[src/rtl/fifo_burst_reader_pkg.sv]
// Shared types and default widths for the fifo burst reader.
package fifo_burst_reader_pkg;
  localparam int BUSW_DEF = 32;
  localparam int LENW_DEF = 8;

  typedef enum logic [1:0] {IDLE, PULL, DRAIN, DONE} rd_state_t;
endpackage

[src/rtl/fifo_burst_reader_if.sv]
// Fifo pop side plus downstream valid/ready stream of the burst reader.
interface fifo_burst_reader_if
  import fifo_burst_reader_pkg::*;
#(
  parameter int BUSW = BUSW_DEF
);
  logic            empty;
  logic [BUSW-1:0] dataout;
  logic            pull;
  logic            m_valid;
  logic [BUSW-1:0] m_data;
  logic            m_last;
  logic            m_ready;

  modport master (input empty, dataout, m_ready, output pull, m_valid, m_data, m_last);
  modport slave  (output empty, dataout, m_ready, input pull, m_valid, m_data, m_last);
endinterface

[src/rtl/fifo_burst_reader_skid.sv]
// Two-entry valid/ready buffer carrying data plus a last tag; head is entry 0.
// Simultaneous push and pop keep occupancy; the writer must not push into a full buffer without a pop.
module fifo_burst_reader_skid
  import fifo_burst_reader_pkg::*;
#(
  parameter int W = BUSW_DEF
) (
  input  logic         clk,
  input  logic         rst_n,
  input  logic         in_valid_i,
  input  logic [W-1:0] in_data_i,
  input  logic         in_last_i,
  input  logic         out_ready_i,
  output logic         out_valid_o,
  output logic [W-1:0] out_data_o,
  output logic         out_last_o,
  output logic [1:0]   occ_o
);
  logic [W:0] ent0_q, ent0_d, ent1_q, ent1_d;
  logic [1:0] occ_q, occ_d;
  logic       pop;

  assign out_valid_o = (occ_q != 2'd0);
  assign out_data_o  = ent0_q[W-1:0];
  assign out_last_o  = ent0_q[W];
  assign occ_o       = occ_q;
  assign pop         = out_valid_o && out_ready_i;

  always_comb begin
    ent0_d = ent0_q;
    ent1_d = ent1_q;
    occ_d  = occ_q;
    case ({in_valid_i, pop})
      2'b10: begin
        if (occ_q == 2'd0) ent0_d = {in_last_i, in_data_i};
        else               ent1_d = {in_last_i, in_data_i};
        occ_d = occ_q + 2'd1;
      end
      2'b01: begin
        ent0_d = ent1_q;
        occ_d  = occ_q - 2'd1;
      end
      2'b11: begin
        // head leaves while a new word arrives: shift and append
        if (occ_q == 2'd1) begin
          ent0_d = {in_last_i, in_data_i};
        end else begin
          ent0_d = ent1_q;
          ent1_d = {in_last_i, in_data_i};
        end
      end
      default: ;
    endcase
  end

  always_ff @(posedge clk or negedge rst_n) begin
    if (!rst_n) begin
      ent0_q <= '0;
      ent1_q <= '0;
      occ_q  <= 2'd0;
    end else begin
      ent0_q <= ent0_d;
      ent1_q <= ent1_d;
      occ_q  <= occ_d;
    end
  end
endmodule

[src/rtl/fifo_burst_reader.sv]
// Drains exactly len words from a fall-through fifo onto a valid/ready stream, tagging the last word.
// Pull-to-m_valid latency is one cycle; abort stops pulling and lets buffered words drain.
module fifo_burst_reader
  import fifo_burst_reader_pkg::*;
#(
  parameter int BUSW = BUSW_DEF,
  parameter int LENW = LENW_DEF
) (
  input  logic                clk,
  input  logic                rst_n,
  input  logic                start_i,
  input  logic [LENW-1:0]     len_i,
  input  logic                abort_i,
  fifo_burst_reader_if.master bus,
  output logic                busy_o,
  output logic                done_o,
  output logic [LENW-1:0]     count_o
);
  rd_state_t       state_q, state_d;
  logic [LENW-1:0] remaining_q, remaining_d;
  logic [LENW-1:0] count_q, count_d;
  logic [1:0]      occ;
  logic            skid_valid, skid_last;
  logic [BUSW-1:0] skid_data;
  logic            hs, buf_space, pull;

  assign hs        = skid_valid && bus.m_ready;
  assign buf_space = (occ < 2'd2) || hs;

  fifo_burst_reader_skid #(.W(BUSW)) u_skid (
    .clk         (clk),
    .rst_n       (rst_n),
    .in_valid_i  (pull),
    .in_data_i   (bus.dataout),
    .in_last_i   (remaining_q == LENW'(1)),
    .out_ready_i (bus.m_ready),
    .out_valid_o (skid_valid),
    .out_data_o  (skid_data),
    .out_last_o  (skid_last),
    .occ_o       (occ)
  );

  // In DRAIN nothing else is coming, so a lone buffered word closes an aborted burst.
  assign bus.m_valid = skid_valid;
  assign bus.m_data  = skid_data;
  assign bus.m_last  = skid_valid && (skid_last || (state_q == DRAIN && occ == 2'd1));
  assign bus.pull    = pull;
  assign count_o     = count_q;

  always_ff @(posedge clk or negedge rst_n) begin
    if (!rst_n) state_q <= IDLE;
    else        state_q <= state_d;
  end

  always_comb begin
    state_d = state_q;
    case (state_q)
      IDLE:  if (start_i) state_d = (len_i != '0) ? PULL : DONE;
      PULL:  if (abort_i || (pull && remaining_q == LENW'(1))) state_d = DRAIN;
      DRAIN: if (occ == 2'd0 || (occ == 2'd1 && hs)) state_d = DONE;
      DONE:  state_d = IDLE;
      default: state_d = IDLE;
    endcase
  end

  always_comb begin
    busy_o = (state_q != IDLE);
    done_o = (state_q == DONE);
    pull   = (state_q == PULL) && !bus.empty && (remaining_q != '0) && !abort_i && buf_space;
  end

  always_comb begin
    remaining_d = remaining_q;
    count_d     = count_q;
    if (state_q == IDLE && start_i) begin
      remaining_d = len_i;
      count_d     = '0;
    end else begin
      if (pull) remaining_d = remaining_q - LENW'(1);
      if (hs)   count_d     = count_q + LENW'(1);
    end
  end

  always_ff @(posedge clk or negedge rst_n) begin
    if (!rst_n) begin
      remaining_q <= '0;
      count_q     <= '0;
    end else begin
      remaining_q <= remaining_d;
      count_q     <= count_d;
    end
  end
endmodule

[src/flat_wrapper.sv]
// flat-port wrapper written by rule: the top's interface ports become plain ports
module fifo_burst_reader_flat import fifo_burst_reader_pkg::*;
#(
  parameter int BUSW = BUSW_DEF,
  parameter int LENW = LENW_DEF
)
  (clk, rst_n, start_i, len_i, abort_i, busy_o, done_o, count_o, bus_empty, bus_dataout, bus_m_ready, bus_pull, bus_m_valid, bus_m_data, bus_m_last);
  fifo_burst_reader_if #(.BUSW(BUSW)) bus_i ();
  input  logic clk;
  input  logic rst_n;
  input  logic start_i;
  input  logic [LENW-1:0] len_i;
  input  logic abort_i;
  output logic busy_o;
  output logic done_o;
  output logic [LENW-1:0] count_o;
  input wire logic [$bits(bus_i.empty)-1:0] bus_empty;
  input wire logic [$bits(bus_i.dataout)-1:0] bus_dataout;
  input wire logic [$bits(bus_i.m_ready)-1:0] bus_m_ready;
  output wire logic [$bits(bus_i.pull)-1:0] bus_pull;
  output wire logic [$bits(bus_i.m_valid)-1:0] bus_m_valid;
  output wire logic [$bits(bus_i.m_data)-1:0] bus_m_data;
  output wire logic [$bits(bus_i.m_last)-1:0] bus_m_last;
  assign bus_i.empty = bus_empty;
  assign bus_i.dataout = bus_dataout;
  assign bus_i.m_ready = bus_m_ready;
  assign bus_pull = bus_i.pull;
  assign bus_m_valid = bus_i.m_valid;
  assign bus_m_data = bus_i.m_data;
  assign bus_m_last = bus_i.m_last;
  fifo_burst_reader #(.BUSW(BUSW), .LENW(LENW)) u_core (.clk(clk), .rst_n(rst_n), .start_i(start_i), .len_i(len_i), .abort_i(abort_i), .bus(bus_i), .busy_o(busy_o), .done_o(done_o), .count_o(count_o));
endmodule
[config.mk]
export PLATFORM = sky130hd
export DESIGN_NAME = fifo_burst_reader_flat
export DESIGN_NICKNAME = d
export VERILOG_FILES = /design/src/rtl/fifo_burst_reader_pkg.sv /design/src/rtl/fifo_burst_reader_if.sv /design/src/rtl/fifo_burst_reader_skid.sv /design/src/rtl/fifo_burst_reader.sv /design/src/flat_wrapper.sv
export SDC_FILE = /design/constraint.sdc
export NUM_CORES = 1
export LEC_CHECK = 0
export BUFFER_PORTS_ARGS = -buffer_cell sky130_fd_sc_hd__buf_2
export CAP_MARGIN = 20
export CORE_ASPECT_RATIO = 0.9
export CORE_MARGIN = 2
export CORE_UTILIZATION = 25
export CTS_BUF_LIST = sky130_fd_sc_hd__clkbuf_4
export DETAILED_ROUTE_END_ITERATION = 7
export GPL_ROUTABILITY_DRIVEN = 0
export PLACE_DENSITY = 0.42
export SLEW_MARGIN = 5
export SYNTH_ARGS = -nofsm -noshare
export SYNTH_HDL_FRONTEND = slang
export SYNTH_SLANG_ARGS = --single-unit
export TNS_END_PERCENT = 20
[constraint.sdc]
create_clock -name clk -period 3.8 [get_ports clk]
set_clock_uncertainty 0.1 [all_clocks]
set_input_delay 0.38 -clock clk [delete_from_list [all_inputs] [get_ports clk]]
set_output_delay 0.38 -clock clk [all_outputs]
set_load 0.01 [all_outputs]
==> qor.tcl, run 1 <==
set qor(dieArea_sq_mm) 0.0171
set qor(leading_post_synthesis_cells_by_cell_area) {sky130_fd_sc_hd__dfrtp_1 (54%), sky130_fd_sc_hd__mux2_2 (9.3%), sky130_fd_sc_hd__a22oi_1 (6.0%)}
set qor(port_buffers) 90
set qor(clkPwrFrac) 0.150
set qor(footprint_of_the_multi_input_gates_sq_mm) 0.00170
set qor(critical_path_maximum_fanout) 34
set qor(worst_path_largest_cell_delay_ps) 530
set qor(floorplan.die.width_um) 138
set qor(clk_transition_reported_paths_ps) 150
set qor(grt_max_degree) 67
set qor(synth.yosys.seq_area_share) 0.536
set qor(timing.critical_path.to_type) {flop}
set qor(n_fill_cell) 1657
set qor(vias_per_cell) 4.53
set qor(synth_nets) 420
set qor(areaGrowthSynthToFinish_pct) 20.2
set qor(floorplan.io_pins) 91
set qor(worst_hold_stages) 2
set qor(slew_headroom) 0.546
set qor(global_route.usage.total) 0.122
set qor(p_sw_mw) 1.38
set qor(power_frac_comb) 0.403
set qor(tritoncts.num_buffers) 9
set qor(route.final.wire_length_um) 9740
set qor(timing.final.max_slew_violations) 0
set qor(post_synth_most_frequent_cells) {sky130_fd_sc_hd__dfrtp_1 (86), sky130_fd_sc_hd__nand2_1 (53), sky130_fd_sc_hd__mux2_2 (33), sky130_fd_sc_hd__o21ai_0 (33), sky130_fd_sc_hd__a22oi_1 (32)}
set qor(tritoncts_clock_tree) {built}
set qor(swShare) 0.385
set qor(post_synth_inst_count) 361
set qor(area.sequential_sq_mm) 0.00215
set qor(grt_setup_unrepaired) {no}
set qor(drt_pass1_iterations) 4
set qor(postPlaceCellArea_sq_mm) 0.00466
set qor(synthDominantCellAreaShare) 0.536
set qor(internal_power_mw) 2.20
set qor(yosys.cell_types.count) 38
set qor(worst-endpoint-arrival_ps) 3530
set qor(vias) 2982
set qor(worst-setup-path-type) {flop to flop}
set qor(critical_path.cell_chain) {inv_1 -> ha_1 -> nand2b_1 -> a211oi_2 -> nand2_1 -> inv_1 -> ha_1 -> nand2_1 -> o211ai_1 -> buf_12 -> mux2_2}
set qor(grt_overflow) 0
set qor(area_share_of_fa_ha_maj_cells_after_synthesis) 0.0405
set qor(cts_num_sinks) 86
set qor(status) {finished, final reports clean}
set qor(area_share_of_xor_xnor_cells_in_the_synthesized_design) 0.0262
set qor(hold_viol) 0
set qor(timing.critical_path.from_type) {flop}
set qor(total_leakage_power_nw) 2.24
set qor(cts_hold_buffers) 3
set qor(power.sequential.fraction) 0.447
set qor(first_global_vias) 2927
set qor(finalCritPeriodShare) 0.865
set qor(htree_num_levels) 3
set qor(post-route-min-period_ps) 3290
set qor(drt.antenna.violating_nets) 0
set qor(worst_path_max_delay_cell) {sky130_fd_sc_hd__a211oi_2}
set qor(fraction_of_registers_with_async_set_reset) 1.00
set qor(route.detailed.drc) 0
set qor(design.core.area_sq_mm) 0.0155
set qor(power.ir.vdd_worst_uv) 168
set qor(floorplan.initialDensity) 0.258
set qor(muxShareOfSynthArea) 0.0976
set qor(chipHeight_um) 124
set qor(worst_r2r_path_depth) 11
set qor(wire_per_inst_um) 14.8
set qor(worstHoldPathType) {input pin to flop}
set qor(ctsLongestPathBuffers) 2
set qor(synth_ff_type) {sky130_fd_sc_hd__dfrtp_1}
set qor(synth_edf_count) 0
set qor(worstPathRequired_ps) 4050
set qor(dpl.hpwl_um) 6540
set qor(synth_compound_area_frac) 0.150
set qor(average_footprint_of_a_synthesized_cell_sq_um) 11.1
set qor(clockRootBuffer) {sky130_fd_sc_hd__clkbuf_4}
set qor(timing.max_cap.violations) 0
set qor(combinational_family_with_the_most_area_after_synthesis) {compound AO/OA/AOI/OAI gates}
set qor(synth_simple_gate_area_share) 0.106
set qor(power-per-cell-area_mw_per_mm2) 742
set qor(standard_cell_row_count) 43
set qor(final_layout_size_suffix_gt1_frac) 0.346
set qor(setup_tns_ps) 0
set qor(drtIter0Drc) 178
set qor(finalNetCount) 512
set qor(achievable-frequency_mhz) 304
set qor(largest_area_contributor_in_the_synthesized_netlist) {sky130_fd_sc_hd__dfrtp_1}
set qor(tightest_slew_ps) 681
set qor(final_report_setup_violation_count) 0
set qor(grt_antenna_before_repair) 1
set qor(fin_area_sq_mm) 0.00482
set qor(count_of_synthesis_stage_warnings_from_yosys) 0
set qor(ctsResizeCount) 0
set qor(first_pass_grt_wire_length_um) 15700
set qor(report.power.total_mw) 3.58
set qor(worstSkewPairLatency_ps) 460
set qor(mappedNetlistArea_sq_mm) 0.00401
set qor(yosysMostFrequentCell) {sky130_fd_sc_hd__dfrtp_1}
set qor(postSynthRegisterBits) 86
set qor(post_cts_buffers) 0
[stage by stage]
stage | utilization | setup slack, ps | hold WS, ps | instances
floorplan | - | 623 | -15.6 | 361
global placement | 0.300 | 665 | 137 | 641
detailed placement | 0.300 | 530 | 140 | 641
CTS | 0.310 | 508 | 0.542 | 658
global route | 0.310 | 104 | 13.9 | 659
finish | 0.310 | 515 | 51.5 | 659
[power groups by stage]
| stage | Sequential [mW] | Clock, mW | Combinational (mW) |
|---|---|---|---|
| 3_5_place_dp | 1.63 | 0 | 1.47 |
| 5_1_grt | 1.67 | 0.606 | 1.63 |
| 3_3_place_gp | 1.62 | 0 | 1.45 |
| 4_1_cts | 1.61 | 0.568 | 1.47 |
| 6_report | 1.60 | 0.536 | 1.44 |
| 2_1_floorplan | 1.67 | 0 | 0.946 |
[sequential cells by signal (all words and copies together), names as in the netlist]
signal                cells
u_core.remaining_q        8
u_core.u_skid.ent0_q     33
u_core.u_skid.occ_o       2
u_core.count_o            8
u_core.state_q            2
u_core.u_skid.ent1_q     33
[metal layers]
| metal | part of all wire | global-route usage | vias up |
|---|---|---|---|
| met4 | 0.021 | 0.0599 | 0 |
| li1 | - | - | 1475 |
| met1 | 0.48 | 0.169 | 1439 |
| met3 | 0.040 | 0.0265 | 16 |
| met5 | 0 | 0 | - |
| met2 | 0.46 | 0.178 | 52 |
[final timing paths]
kind / start / endpoint / slack [ps]
max in group asynchronous: rst_n / u_core.u_skid.ent1_q[21] / 2630
min in group asynchronous: rst_n / u_core.state_q[1] / 180
worst max register to register: u_core.u_skid.occ_o[1] / u_core.u_skid.ent1_q[3] / 510
worst max-delay path: u_core.u_skid.occ_o[1] / u_core.u_skid.ent1_q[3] / 510
worst min register to register: u_core.u_skid.ent0_q[29] / u_core.u_skid.ent0_q[29] / 390
worst min-delay path: bus_dataout[5] / u_core.u_skid.ent1_q[5] / 50
[worst max-delay path, delay by kind of cell (launching register included)]
kind	cells	cell delay [ps]
buffers and inverters	3	520
AO/OA/AOI/OAI	2	690
multiplexers	1	360
adder cells (fa/ha/maj)	2	410
AND/OR/NAND/NOR	3	650
flip-flops	1	450
[kinds of logic (layout without fill, tap and decap cells)]
logic type	Yosys count	count (layout)
multiplexers	35	35
AO/OA/AOI/OAI	91	91
AND/OR/NAND/NOR	94	94
XOR/XNOR	12	12
adder cells (fa/ha/maj)	13	13
flip-flops	86	86
buffers and inverters	30	125
other	0	1
[area by class of cell]
type / count / share of cell area
antenna: 1 / 0.000519
clock buffer: 11 / 0.0171
clock inverter: 3 / 0.00960
inverter: 12 / 0.00934
multi-input combinational: 245 / 0.353
sequential: 86 / 0.446
tap: 202 / 0.0524
timing repair buffer: 99 / 0.112
[cells in the final DEF, fill, tap and decap left out, drive strengths merged, types with 3 or more instances in the layout]
cell type and instances:
buf 96, dfrtp 86, nand2 53, o21ai 43, mux2 33, a22oi 32
ha 13, nor2 13, inv 12, clkbuf 11, a21oi 9, xor2 8
nand3 6, nand4 5, xnor2 4, nand2b 3, nor4 3, nor3 3
dlygate4sd3 3, or3 3
Note: power is estimated with default switching activity, not from simulation.
==> run 2: changes to the inputs <==
Settings changed: CORE_ASPECT_RATIO 0.9 to 1.25, SKIP_CTS_REPAIR_TIMING from default to 1.
==> qor.tcl, run 2 (synthesis results as in run 1) <==
set qor(timing.critical_path.to_type) {flop}
set qor(worstPathRequired_ps) 4080
set qor(global_route.usage.total) 0.118
set qor(vias) 2981
set qor(internal_power_mw) 2.26
set qor(finalNetCount) 510
set qor(hold-path-endpoint) {u_core.remaining_q[7]}
set qor(achievable-frequency_mhz) 296
set qor(clockRootBuffer) {sky130_fd_sc_hd__clkbuf_4}
set qor(setup_tns_ps) 0
set qor(swShare) 0.377
set qor(worstSkewPairLatency_ps) 440
set qor(dieArea_sq_mm) 0.0171
set qor(drt.antenna.violating_nets) 0
set qor(wire_per_inst_um) 14.2
set qor(grt_setup_unrepaired) {no}
set qor(worst_r2r_path_depth) 11
set qor(report.power.total_mw) 3.62
set qor(clkPwrFrac) 0.162
set qor(standard_cell_row_count) 51
set qor(hold_viol) 0
set qor(route.detailed.drc) 0
set qor(status) {finished, final reports clean}
set qor(most-common-layout-cells) {sky130_fd_sc_hd__buf_2 (89), sky130_fd_sc_hd__dfrtp_1 (86), sky130_fd_sc_hd__nand2_1 (53)}
set qor(tightest_slew_ps) 879
set qor(worstHoldPathType) {input pin to flop}
set qor(floorplan.io_pins) 91
set qor(dpl.hpwl_um) 6460
set qor(tritoncts_clock_tree) {built}
set qor(cts_num_sinks) 86
set qor(power_frac_comb) 0.398
set qor(drtIter0Drc) 131
set qor(chipHeight_um) 146
set qor(design.core.area_sq_mm) 0.0156
set qor(slew_headroom) 0.414
set qor(worstReg2RegEnd) {u_core.u_skid.ent0_q[17]}
set qor(htree_num_levels) 3
set qor(layoutNonFillerInstCount) 669
set qor(worst-endpoint-arrival_ps) 3660
set qor(finalCritPeriodShare) 0.890
set qor(final_layout_size_suffix_gt1_frac) 0.349
set qor(rr_startpoint) {u_core.u_skid.occ_o[1]}
set qor(vias_per_cell) 4.46
set qor(worst_hold_stages) 3
set qor(critical_path_maximum_fanout) 33
set qor(clk_transition_reported_paths_ps) 140
set qor(route.final.wire_length_um) 9500
set qor(min-delay-start) {len_i[7]}
set qor(power-per-cell-area_mw_per_mm2) 748
set qor(grt_antenna_before_repair) 1
set qor(p_sw_mw) 1.36
set qor(power.sequential.fraction) 0.441
set qor(total_leakage_power_nw) 2.24
set qor(timing.max_cap.violations) 0
set qor(port_buffers) 90
set qor(n_fill_cell) 1652
set qor(placed_cells_incl_taps) 651
set qor(grt_overflow) 0
set qor(ff2ff_setup_slack_ps) 420
set qor(timing.final.max_slew_violations) 0
set qor(timing.critical_path.from_type) {flop}
set qor(worst-setup-path-type) {flop to flop}
set qor(floorplan.initialDensity) 0.257
set qor(areaGrowthSynthToFinish_pct) 20.7
set qor(layout_commonest_cell) {sky130_fd_sc_hd__buf_2}
set qor(largest_registers) {u_core.u_skid.ent0_q (33), u_core.u_skid.ent1_q (33)}
set qor(final_report_setup_violation_count) 0
set qor(power.ir.vdd_worst_uv) 207
set qor(tritoncts.num_buffers) 9
set qor(ctsLongestPathBuffers) 2
set qor(grt_max_degree) 68
set qor(first_pass_grt_wire_length_um) 15900
set qor(floorplan.die.width_um) 117
set qor(drt_pass1_iterations) 4
set qor(post-route-min-period_ps) 3380
set qor(first_global_vias) 3140
run 2: cell count changes in the layout (fill, tap and decap cells not counted):
cell	delta
sky130_fd_sc_hd__clkinv_2	+2
sky130_fd_sc_hd__clkinvlp_4	+1
sky130_fd_sc_hd__bufinv_16	+1
sky130_fd_sc_hd__clkinv_1	+1
sky130_fd_sc_hd__inv_6	-1
sky130_fd_sc_hd__clkbuf_4	-2
sky130_fd_sc_hd__dlygate4sd3_1	-2
run 2: layer usage:
layer  wire [um]  share of wire  vias to the layer above  GRT usage
met2        4640           0.49                       69      0.199
met4         211          0.022                        0     0.0578
met5           0              0                        -          0
li1            -              -                     1468          -
met1        4280           0.45                     1432      0.145
met3         370          0.039                       12     0.0216
run 2: cell type report:
type                            count  area (sq um)  area share
Antenna cell                        1          2.50    0.000517
Sequential cell                    86          2150       0.444
Clock inverter                      7          88.8      0.0183
Inverter                           12          45.0     0.00930
Multi-Input combinational cell    245          1700       0.351
Tap cell                          212           265      0.0548
Timing Repair Buffer               97           520       0.107
Clock buffer                        9          67.6      0.0139
run 2: stage by stage:
stage           util  setup slack (ps)  hold WS, ps  instance area [sq um]
2_1_floorplan      -               623        -15.6                   4010
3_3_place_gp   0.299               485          357                   4680
3_5_place_dp   0.299               388          365                   4680
4_1_cts        0.309               357        -59.0                   4830
5_1_grt        0.310              10.8         23.3                   4840
6_report       0.310               419         47.2                   4840
run 2: worst max path at each step:
stage | endpoint | from | slack (ps) | cells past startpoint
after CTS | u_core.u_skid.ent0_q[17] | u_core.u_skid.occ_o[1] | 360 | 11
after global routing | u_core.u_skid.ent0_q[18] | u_core.u_skid.occ_o[1] | 10 | 11
after global placement | u_core.u_skid.ent0_q[17] | u_core.u_skid.occ_o[1] | 480 | 11
final | u_core.u_skid.ent0_q[17] | u_core.u_skid.occ_o[1] | 420 | 11
after detailed placement | u_core.u_skid.ent0_q[17] | u_core.u_skid.occ_o[1] | 390 | 11
after floorplan | u_core.u_skid.ent1_q[10] | u_core.remaining_q[4] | 620 | 8
run 2: power groups by stage:
stage | Clock (mW) | Combinational (mW) | Sequential [mW]
after floorplan | 0 | 0.946 | 1.67
after global placement | 0 | 1.44 | 1.62
after global routing | 0.658 | 1.64 | 1.66
final | 0.586 | 1.44 | 1.60
after detailed placement | 0 | 1.48 | 1.63
after CTS | 0.622 | 1.48 | 1.60
run 2: worst max-delay path, cell delays in order (launching register included):
cell	delay, ps
sky130_fd_sc_hd__dfrtp_1	450
sky130_fd_sc_hd__inv_1	90
sky130_fd_sc_hd__ha_1	240
sky130_fd_sc_hd__nand2b_1	190
sky130_fd_sc_hd__a211oi_2	490
sky130_fd_sc_hd__nand2_1	250
sky130_fd_sc_hd__inv_1	170
sky130_fd_sc_hd__ha_1	200
sky130_fd_sc_hd__a21oi_1	110
sky130_fd_sc_hd__nor2_4	660
sky130_fd_sc_hd__a22oi_1	180
sky130_fd_sc_hd__o21ai_0	190
==> run 3: changes to the inputs <==
Settings changed: BUFFER_PORTS_ARGS -buffer_cell sky130_fd_sc_hd__buf_2 to default, CORE_MARGIN 2 to default, DONT_BUFFER_PORTS from default to 1, PLACE_DENSITY 0.42 to 0.37, REMOVE_ABC_BUFFERS from default to 1.
==> qor.tcl, run 3 (synthesis results as in run 1) <==
set qor(drt.antenna.violating_nets) 0
set qor(achievable-frequency_mhz) 307
set qor(timing.final.max_slew_violations) 0
set qor(grt_max_degree) 87
set qor(timing.max_cap.violations) 0
set qor(drtIter0Drc) 126
set qor(area.sequential_sq_mm) 0.00215
set qor(vias) 2846
set qor(floorplan.io_pins) 91
set qor(most-common-layout-cells) {sky130_fd_sc_hd__dfrtp_1 (86), sky130_fd_sc_hd__nand2_1 (53), sky130_fd_sc_hd__dlygate4sd3_1 (40)}
set qor(final_report_setup_violation_count) 0
set qor(finalNetCount) 459
set qor(critical_path_maximum_fanout) 34
set qor(grt_antenna_before_repair) 0
set qor(placed_cells_incl_taps) 560
set qor(route.final.wire_length_um) 10100
set qor(slew_headroom) 0.541
set qor(finalWorstSetupSlack_ps) 548
set qor(port_buffers) 0
set qor(worst-endpoint-arrival_ps) 3490
set qor(final_layout_size_suffix_gt1_frac) 0.168
set qor(tritoncts_clock_tree) {built}
set qor(post-route-min-period_ps) 3250
set qor(wire_per_inst_um) 16.3
set qor(clockRootBuffer) {sky130_fd_sc_hd__clkbuf_4}
set qor(power-per-cell-area_mw_per_mm2) 717
set qor(design.core.area_sq_mm) 0.0156
set qor(tritoncts.num_buffers) 9
set qor(postPlaceCellArea_sq_mm) 0.00422
set qor(chipHeight_um) 144
set qor(ctsLongestPathBuffers) 2
set qor(power.ir.vdd_worst_uv) 211
set qor(fin_area_sq_mm) 0.00477
set qor(hold_viol) 0
set qor(areaGrowthSynthToFinish_pct) 18.9
set qor(drt_pass1_iterations) 4
set qor(fin_hold_ws_ps) 27.8
set qor(timing.critical_path.from_type) {flop}
set qor(layout_commonest_cell) {sky130_fd_sc_hd__dfrtp_1}
set qor(tightest_slew_ps) 689
set qor(status) {finished, final reports clean}
set qor(first_global_vias) 2865
set qor(detailedPlace.worstSlack_ps) 555
set qor(standard_cell_row_count) 51
set qor(global_route.usage.total) 0.125
set qor(critical_path.cell_chain) {inv_1 -> ha_1 -> nand2b_1 -> a211oi_2 -> buf_4 -> nand2_1 -> inv_1 -> ha_1 -> nand2_1 -> o211ai_1 -> buf_12 -> mux2_2}
set qor(grt_setup_unrepaired) {no}
set qor(worst-setup-path-type) {flop to flop}
set qor(route.detailed.drc) 0
set qor(worst_path_max_delay_cell) {sky130_fd_sc_hd__dfrtp_1}
set qor(worstSkewPairLatency_ps) 440
set qor(first_pass_grt_wire_length_um) 15400
set qor(total_leakage_power_nw) 2.01
set qor(n_fill_cell) 1639
set qor(clk_transition_reported_paths_ps) 130
set qor(largest_registers) {u_core.u_skid.ent0_q (33), u_core.u_skid.ent1_q (33)}
set qor(worst_path_largest_cell_delay_ps) 440
set qor(insertedDiodeCount) 0
set qor(vias_per_cell) 4.62
set qor(floorplan.initialDensity) 0.257
set qor(worstHoldPathType) {input pin to flop}
set qor(finalCritPeriodShare) 0.856
set qor(grt_overflow) 0
set qor(cts_num_sinks) 86
set qor(htree_num_levels) 3
set qor(worstPathRequired_ps) 4040
set qor(floorplan.die.width_um) 115
set qor(dpl.hpwl_um) 6150
set qor(footprint_of_the_multi_input_gates_sq_mm) 0.00170
set qor(layoutNonFillerInstCount) 616
set qor(dieArea_sq_mm) 0.0166
set qor(timing.critical_path.to_type) {flop}
[run 3: area by class of cell]
class,count,share of cell area
flip-flops and latches,86,0.451
multi-input cells,245,0.357
repair buffers,46,0.100
well taps,212,0.0556
clock buffers,10,0.0157
clock inverters,5,0.0108
inverters,12,0.00944
[run 3: routing by layer]
metal	part of all wire	GRT usage	routed length [um]
met2	0.49	0.203	4920
met4	0.017	0.0636	176
met3	0.080	0.0515	801
met1	0.41	0.140	4160
met5	0	0	0
[run 3: worst paths after layout]
kind / end / slack (ps) / startpoint / cells after the start
max in group asynchronous: u_core.u_skid.ent1_q[24] / 2800 / rst_n / 2
setup reg to reg: u_core.u_skid.ent1_q[17] / 550 / u_core.u_skid.occ_o[1] / 12
hold / removal: u_core.u_skid.ent0_q[5] / 30 / bus_dataout[5] / 2
hold reg to reg: u_core.u_skid.ent1_q[32] / 400 / u_core.u_skid.ent1_q[32] / 2
min in group asynchronous: u_core.remaining_q[5] / 350 / rst_n / 2
setup / recovery: u_core.u_skid.ent1_q[17] / 550 / u_core.u_skid.occ_o[1] / 12
[run 3: worst max-delay path: cells and delay by family, from the launching register on]
family / cells / cell delay, ps
flops: 1 / 440
simple gates: 3 / 570
mux: 1 / 360
compound gates: 2 / 440
buf+inv: 4 / 740
fa+ha+maj: 2 / 460
[run 3: report_power, final]
| group | internal, mW | leakage (nW) | switching (mW) | total, mW |
|---|---|---|---|---|
| Combinational | 0.524 | 0.867 | 0.623 | 1.15 |
| Sequential | 1.34 | 1.07 | 0.406 | 1.75 |
| Clock | 0.200 | 0.0697 | 0.321 | 0.521 |
| Total | 2.07 | 2.01 | 1.35 | 3.42 |
[run 3: stage by stage]
stage	util	power, mW	TNS, ps
after global placement	0.270	2.86	0
after detailed placement	0.270	2.89	0
after global routing	0.305	3.73	0
after floorplan	-	2.54	-10290
after CTS	0.278	3.43	0
final	0.305	3.42	0
